File: src/rtl/uart_tx_fifo.sv
// UART transmitter with a power-of-two TX FIFO, programmable bit prescaler,
// optional even/odd parity and one or two stop bits; frames go out back-to-back.
module uart_tx_fifo #(
    parameter int unsigned DATA_WIDTH     = 8,
    parameter int unsigned FIFO_DEPTH     = 4,
    parameter int unsigned PRESCALE_WIDTH = 16
) (
    input  logic                             CLK,
    input  logic                             RST,
    input  logic [DATA_WIDTH-1:0]            P_DATA,
    input  logic                             Data_Valid,
    output logic                             Data_Ready,
    input  logic                             PAR_EN,
    input  logic                             PAR_TYP,
    input  logic                             STOP2,
    input  logic [PRESCALE_WIDTH-1:0]        PRESCALE,
    output logic                             TX_OUT,
    output logic                             BUSY,
    output logic [$clog2(FIFO_DEPTH+1)-1:0]  FIFO_COUNT
);
    localparam int unsigned AW = $clog2(FIFO_DEPTH);
    localparam int unsigned CW = $clog2(FIFO_DEPTH + 1);
    localparam int unsigned BW = $clog2(DATA_WIDTH);

    localparam logic [2:0] ST_IDLE   = 3'd0;
    localparam logic [2:0] ST_START  = 3'd1;
    localparam logic [2:0] ST_DATA   = 3'd2;
    localparam logic [2:0] ST_PARITY = 3'd3;
    localparam logic [2:0] ST_STOP   = 3'd4;

    logic [DATA_WIDTH-1:0]     r_mem [FIFO_DEPTH];
    logic [AW-1:0]             r_wr_ptr;
    logic [AW-1:0]             r_rd_ptr;
    logic [CW-1:0]             r_count;
    logic [2:0]                r_state;
    logic [PRESCALE_WIDTH-1:0] r_timer;
    logic [PRESCALE_WIDTH-1:0] r_presc;
    logic [DATA_WIDTH-1:0]     r_shift;
    logic [BW-1:0]             r_bit_idx;
    logic                      r_par_en;
    logic                      r_parity;
    logic                      r_stop2;
    logic                      r_stop_second;
    logic                      r_tx;
    logic                      r_busy;

    logic                      w_push;
    logic                      w_pop;
    logic                      w_last_tick;
    logic                      w_frame_end;
    logic [DATA_WIDTH-1:0]     w_head;
    logic [PRESCALE_WIDTH-1:0] w_presc_eff;

    assign Data_Ready  = (r_count < CW'(FIFO_DEPTH));
    assign w_push      = Data_Valid && Data_Ready;
    assign w_last_tick = (r_timer == r_presc - PRESCALE_WIDTH'(1));
    assign w_frame_end = (r_state == ST_STOP) && w_last_tick && (!r_stop2 || r_stop_second);
    // A pop always coincides with a frame start, either from idle or at the end of a stop bit.
    assign w_pop       = (r_count != '0) && ((r_state == ST_IDLE) || w_frame_end);
    assign w_head      = r_mem[r_rd_ptr];
    assign w_presc_eff = (PRESCALE == '0) ? PRESCALE_WIDTH'(1) : PRESCALE;

    assign TX_OUT     = r_tx;
    assign BUSY       = r_busy;
    assign FIFO_COUNT = r_count;

    always_ff @(posedge CLK) begin
        if (RST) begin
            r_wr_ptr <= '0;
            r_rd_ptr <= '0;
            r_count  <= '0;
        end else begin
            if (w_push) begin
                r_mem[r_wr_ptr] <= P_DATA;
                r_wr_ptr        <= r_wr_ptr + AW'(1);
            end
            if (w_pop) begin
                r_rd_ptr <= r_rd_ptr + AW'(1);
            end
            if (w_push && !w_pop) begin
                r_count <= r_count + CW'(1);
            end else if (!w_push && w_pop) begin
                r_count <= r_count - CW'(1);
            end
        end
    end

    always_ff @(posedge CLK) begin
        if (RST) begin
            r_state       <= ST_IDLE;
            r_timer       <= '0;
            r_presc       <= PRESCALE_WIDTH'(1);
            r_shift       <= '0;
            r_bit_idx     <= '0;
            r_par_en      <= 1'b0;
            r_parity      <= 1'b0;
            r_stop2       <= 1'b0;
            r_stop_second <= 1'b0;
            r_tx          <= 1'b1;
            r_busy        <= 1'b0;
        end else if (w_pop) begin
            r_state       <= ST_START;
            r_timer       <= '0;
            r_presc       <= w_presc_eff;
            r_shift       <= w_head;
            r_bit_idx     <= '0;
            r_par_en      <= PAR_EN;
            r_parity      <= (^w_head) ^ PAR_TYP;
            r_stop2       <= STOP2;
            r_stop_second <= 1'b0;
            r_tx          <= 1'b0;
            r_busy        <= 1'b1;
        end else if (r_state != ST_IDLE) begin
            if (!w_last_tick) begin
                r_timer <= r_timer + PRESCALE_WIDTH'(1);
            end else begin
                r_timer <= '0;
                case (r_state)
                    ST_START: begin
                        r_state   <= ST_DATA;
                        r_tx      <= r_shift[0];
                        r_shift   <= r_shift >> 1;
                        r_bit_idx <= '0;
                    end
                    ST_DATA: begin
                        if (r_bit_idx == BW'(DATA_WIDTH - 1)) begin
                            r_state <= r_par_en ? ST_PARITY : ST_STOP;
                            r_tx    <= r_par_en ? r_parity : 1'b1;
                        end else begin
                            r_bit_idx <= r_bit_idx + BW'(1);
                            r_tx      <= r_shift[0];
                            r_shift   <= r_shift >> 1;
                        end
                    end
                    ST_PARITY: begin
                        r_state <= ST_STOP;
                        r_tx    <= 1'b1;
                    end
                    ST_STOP: begin
                        if (r_stop2 && !r_stop_second) begin
                            r_stop_second <= 1'b1;
                        end else begin
                            r_state <= ST_IDLE;
                            r_tx    <= 1'b1;
                            r_busy  <= 1'b0;
                        end
                    end
                    default: begin
                        r_state <= ST_IDLE;
                        r_tx    <= 1'b1;
                        r_busy  <= 1'b0;
                    end
                endcase
            end
        end
    end
endmodule

File: config.mk
export PLATFORM = sky130hd
export DESIGN_NAME = uart_tx_fifo
export DESIGN_NICKNAME = d
export VERILOG_FILES = /design/src/rtl/uart_tx_fifo.sv
export SDC_FILE = /design/constraint.sdc
export NUM_CORES = 1
export LEC_CHECK = 0
export ABC_AREA = 0
export CAP_MARGIN = 5
export CORE_UTILIZATION = 47
export CTS_CLUSTER_DIAMETER = 40
export DETAILED_ROUTE_END_ITERATION = 16
export GPL_TIMING_DRIVEN = 1
export PLACE_DENSITY = 0.69
export SETUP_SLACK_MARGIN = 0.15
export SYNTH_ARGS = -nofsm -noshare
export SYNTH_HDL_FRONTEND = slang
export SYNTH_SLANG_ARGS = --single-unit
File: constraint.sdc
create_clock -name CLK -period 3.7 [get_ports CLK]
set_input_delay 0.555 -clock CLK [delete_from_list [all_inputs] [get_ports CLK]]
set_output_delay 0.555 -clock CLK [all_outputs]
set_load 0.03 [all_outputs]
==> impl_results.md <==
* Status: finished clean
* Final instance area at 0.005358 mm^2
* FF+latch count, synth at 93
* Row Count at 35
* Clock tree from TritonCTS: built
* Worst-Skew Late Latency at 370 ps
* Final period utilization at 0.9137
* Arrival @ worst endpoint at 3680 ps
* Routed vias at 3549
* DIE AREA at 0.01021 mm^2
* Pleak at 1.892 nW
* Clock slew at reported path FFs at 110 ps
* Achievable Freq at 295.8 MHz
* CP Class: reg2reg
* TritonCTS Sinks at 93
* Worst path cell trace: or4_4 -> or3_1 -> o22ai_1 -> a22oi_1 -> or4_4 -> o21a_1 -> nor2_1 -> inv_1 -> ha_1 -> inv_1 -> fa_1 -> xor2_1 -> or3_1 -> a21oi_1
* Critical Path Stages at 14
* ANT nets after route at 0
* Vias in the first global route at 3363
* Avg Cell Area, Syn at 9.999 um^2
* I/O pins at 36
* # resized after CTS at 0
* Slowest stage delay, CP at 580 ps
* Cells after synthesis at 461
* DRC viols at 0
* Final slew viol count at 0
* # H-tree levels at 3
* Max-cap viol count at 0
* Max Clock Skew at 15.56 ps
* Grt ovf at 0
* Die height at 101.0 um
* Die Span X at 101.0 um
* Total wire length at 10.05 mm
* Endpoints failing setup at 0
* Register area share after synthesis at 0.4734
* Min cycle time layout at 3381 ps
* Post-Place Worst Slack at 174.6 ps
* P&R area growth vs syn at 16.23%
* Pwr/cell area at 782.5 mW/mm^2
* Drt first pass iters at 7
* Fin. Hold Viols at 0
* Synth Area in Simple Gates at 0.1669
* XOR/XNOR Fraction of Synth Area at 0.08931
* Hold path depth at 2
* First-pass GRT wire length at 16.50 mm
* Yosys warns at 0
* Synth cell types at 54
* Post-Syn Area at 0.004609 mm^2
* Post-CTS Setup Repair Bufs at 0
* Post-synthesis adder-cell area fraction at 0.02877
* Post-layout total power at 4.193 mW
* DP HPWL at 7.116 mm
* Buffers and inverters on the worst path at 2
* N_diodes at 0
* PortBufs at 35
* Root buf cell: clkbuf_8
* Wire length per cell at 16.03 um
* Main synth FF type: dfxtp_1
* Largest net degree at the start of global routing at 38
* Hold Crit Class: reg2reg
* Slew @ Worst Pin at 884.8 ps
* Global Route Usage Sum at 0.2108
* Clock tree buffer depth at 2
* Detailed router's first-iteration violation count at 195
* Via/cell ratio at 5.660
* Initial Util at 0.4919
* Largest family of logic cells by synthesized area: simple AND/OR/NAND/NOR gates
* Post-synth EDFFs at 32
* Mux cell area share after synthesis at 0.06976
* Syn Nets at 501
* Worst setup margin at 319.4 ps
* Slowest library cell on the worst path: or4_4
* Synth Area in Compound Gates at 0.1371
* Crit end category: flip-flop
* Hold slack at 489.7 ps
* CP Launch Type: flip-flop
* Req. time, crit path at 4000 ps
* Placeable Area at 0.009371 mm^2
* Initial antenna violation count at 0
* Final #Nets at 533
* RSZ-0062 raised after global routing: false
* # hold bufs at CTS at 0
* Max Fanout on Critical Path at 8
* Routability cong. at 0.8595
* VDD IR max at 0.0006370 V
* Area after DPL at 0.005125 mm^2
* Async set-reset flop share out of synthesis at 0
* Setup TNS at 0 ps
* Ratio of cells with drive above 1 in the final layout at 0.1044
* Worst slew margin at 0.4023
* CP top delay family: simple AND/OR/NAND/NOR gates
* CTS Buf Count at 9
* Fill count at 824
* Worst reg2reg path depth at 14
==> metrics by stage <==
step | util | cells
2_1_floorplan | - | 461
3_3_place_gp | 0.5469 | 611
3_5_place_dp | 0.5469 | 611
4_1_cts | 0.5681 | 627
5_1_grt | 0.5717 | 627
6_report | 0.5717 | 627
==> registers in the layout (all words and copies together) (netlist names), 2 cells and up, named ones only <==
| register | count |
|---|---|
| r_wr_ptr | 2 |
| r_mem | 32 |
| r_state | 3 |
| r_timer | 16 |
| r_bit_idx | 3 |
| FIFO_COUNT | 3 |
| r_presc | 16 |
| r_shift | 8 |
| r_rd_ptr | 2 |
==> area by class of cell <==
type / instances / area, um^2 / area share
timing repair buffer: 48 / 447.9 / 0.08361
inverter: 11 / 41.29 / 0.007707
clock inverter: 7 / 75.07 / 0.01401
tap: 129 / 161.4 / 0.03013
multi-input combinational: 330 / 2321 / 0.4332
clock buffer: 9 / 123.9 / 0.02312
sequential: 93 / 2187 / 0.4082
==> where the power goes <==
part / leakage, nW / total (mW) / switching [mW] / internal [mW]
Sequential: 0.789 / 1.44 / 0.203 / 1.24
Clock: 0.0985 / 0.685 / 0.418 / 0.268
Combinational: 1.01 / 2.07 / 1.18 / 0.888
==> cells in the mapped netlist (4+ instances only) <==
library cell | n | share of area
inv_1 | 10 | 0.0081
xor2_1 | 27 | 0.051
a21oi_1 | 31 | 0.034
a311oi_1 | 7 | 0.013
o21ai_1 | 15 | 0.016
mux2i_1 | 13 | 0.028
and3_1 | 13 | 0.018
o211ai_1 | 8 | 0.013
nand3_1 | 18 | 0.020
nor4_1 | 10 | 0.014
edfxtp_1 | 32 | 0.21
buf_2 | 5 | 0.0054
o21a_1 | 4 | 0.0065
xnor2_1 | 20 | 0.038
o21ai_0 | 12 | 0.013
ha_1 | 9 | 0.024
dfxtp_1 | 61 | 0.26
mux4_2 | 8 | 0.039
nand2_1 | 28 | 0.023
nand4_1 | 5 | 0.0068
nand2b_1 | 6 | 0.0081
nor2_1 | 39 | 0.032
buf_1 | 5 | 0.0041
clkbuf_1 | 15 | 0.012
nor3_1 | 14 | 0.015
or3_1 | 5 | 0.0068
==> metal layers <==
metal,share of wire,vias up,GRT usage
li1,-,1754,-
met1,0.48,1663,0.2938
met2,0.44,114,0.3203
met3,0.065,18,0.04924
met4,0.019,0,0.07581
met5,0,-,0
==> cells by family after synthesis <==
family,count (synthesis)
and+or+nand+nor,152
xor gates and xnor gates,47
muxes,22
adders and majority gates,10
buffers and inverters,38
DFF,93
AOI/OAI and AO/OA,99
==> final timing paths <==
path                                start                          to  slack [ps]
hold / removal          BUSY$_SDFFE_PP0P_           BUSY$_SDFFE_PP0P_         490
setup reg to reg  r_presc[0]$_SDFFE_PP1P_  FIFO_COUNT[2]$_SDFFE_PP0P_         320
hold reg to reg         BUSY$_SDFFE_PP0P_           BUSY$_SDFFE_PP0P_         490
setup / recovery  r_presc[0]$_SDFFE_PP1P_  FIFO_COUNT[2]$_SDFFE_PP0P_         320
==> worst reg2reg max path, stage by stage, from the launching register on <==
cell and delay [ps]:
dfxtp_4 380, or4_4 580, or3_1 320, o22ai_1 150, a22oi_1 90, or4_4 430
o21a_1 210, nor2_1 120, inv_1 90, ha_1 210, inv_1 70, fa_1 180
xor2_1 70, or3_1 300, a21oi_1 140
==> layout by cell type, fill, tap and decap left out, drive strengths merged, types with 3 or more instances in the layout <==
master / netlist / final
edfxtp: 32 / 32
a22oi: 3 / 3
xor2: 27 / 27
mux4: 8 / 8
clkbuf: 15 / 9
o22ai: 3 / 3
nor2: 39 / 39
a311oi: 7 / 7
inv: 10 / 14
o31ai: 4 / 4
nor3: 14 / 14
buf: 12 / 13
or3: 5 / 5
and3: 13 / 13
o21ai: 28 / 28
nor2b: 3 / 3
clkdlybuf4s50: 0 / 35
dfxtp: 61 / 61
xnor2: 20 / 20
o21a: 4 / 4
o211ai: 8 / 8
clkinv: 1 / 3
a21oi: 31 / 31
nand3: 18 / 18
nand2: 28 / 28
nand2b: 6 / 6
mux2i: 13 / 13
nand4: 5 / 5
nor4: 11 / 11
or4: 3 / 3
a211oi: 4 / 4
ha: 9 / 9
No activity file was read; power rests on OpenSTA's default activity.
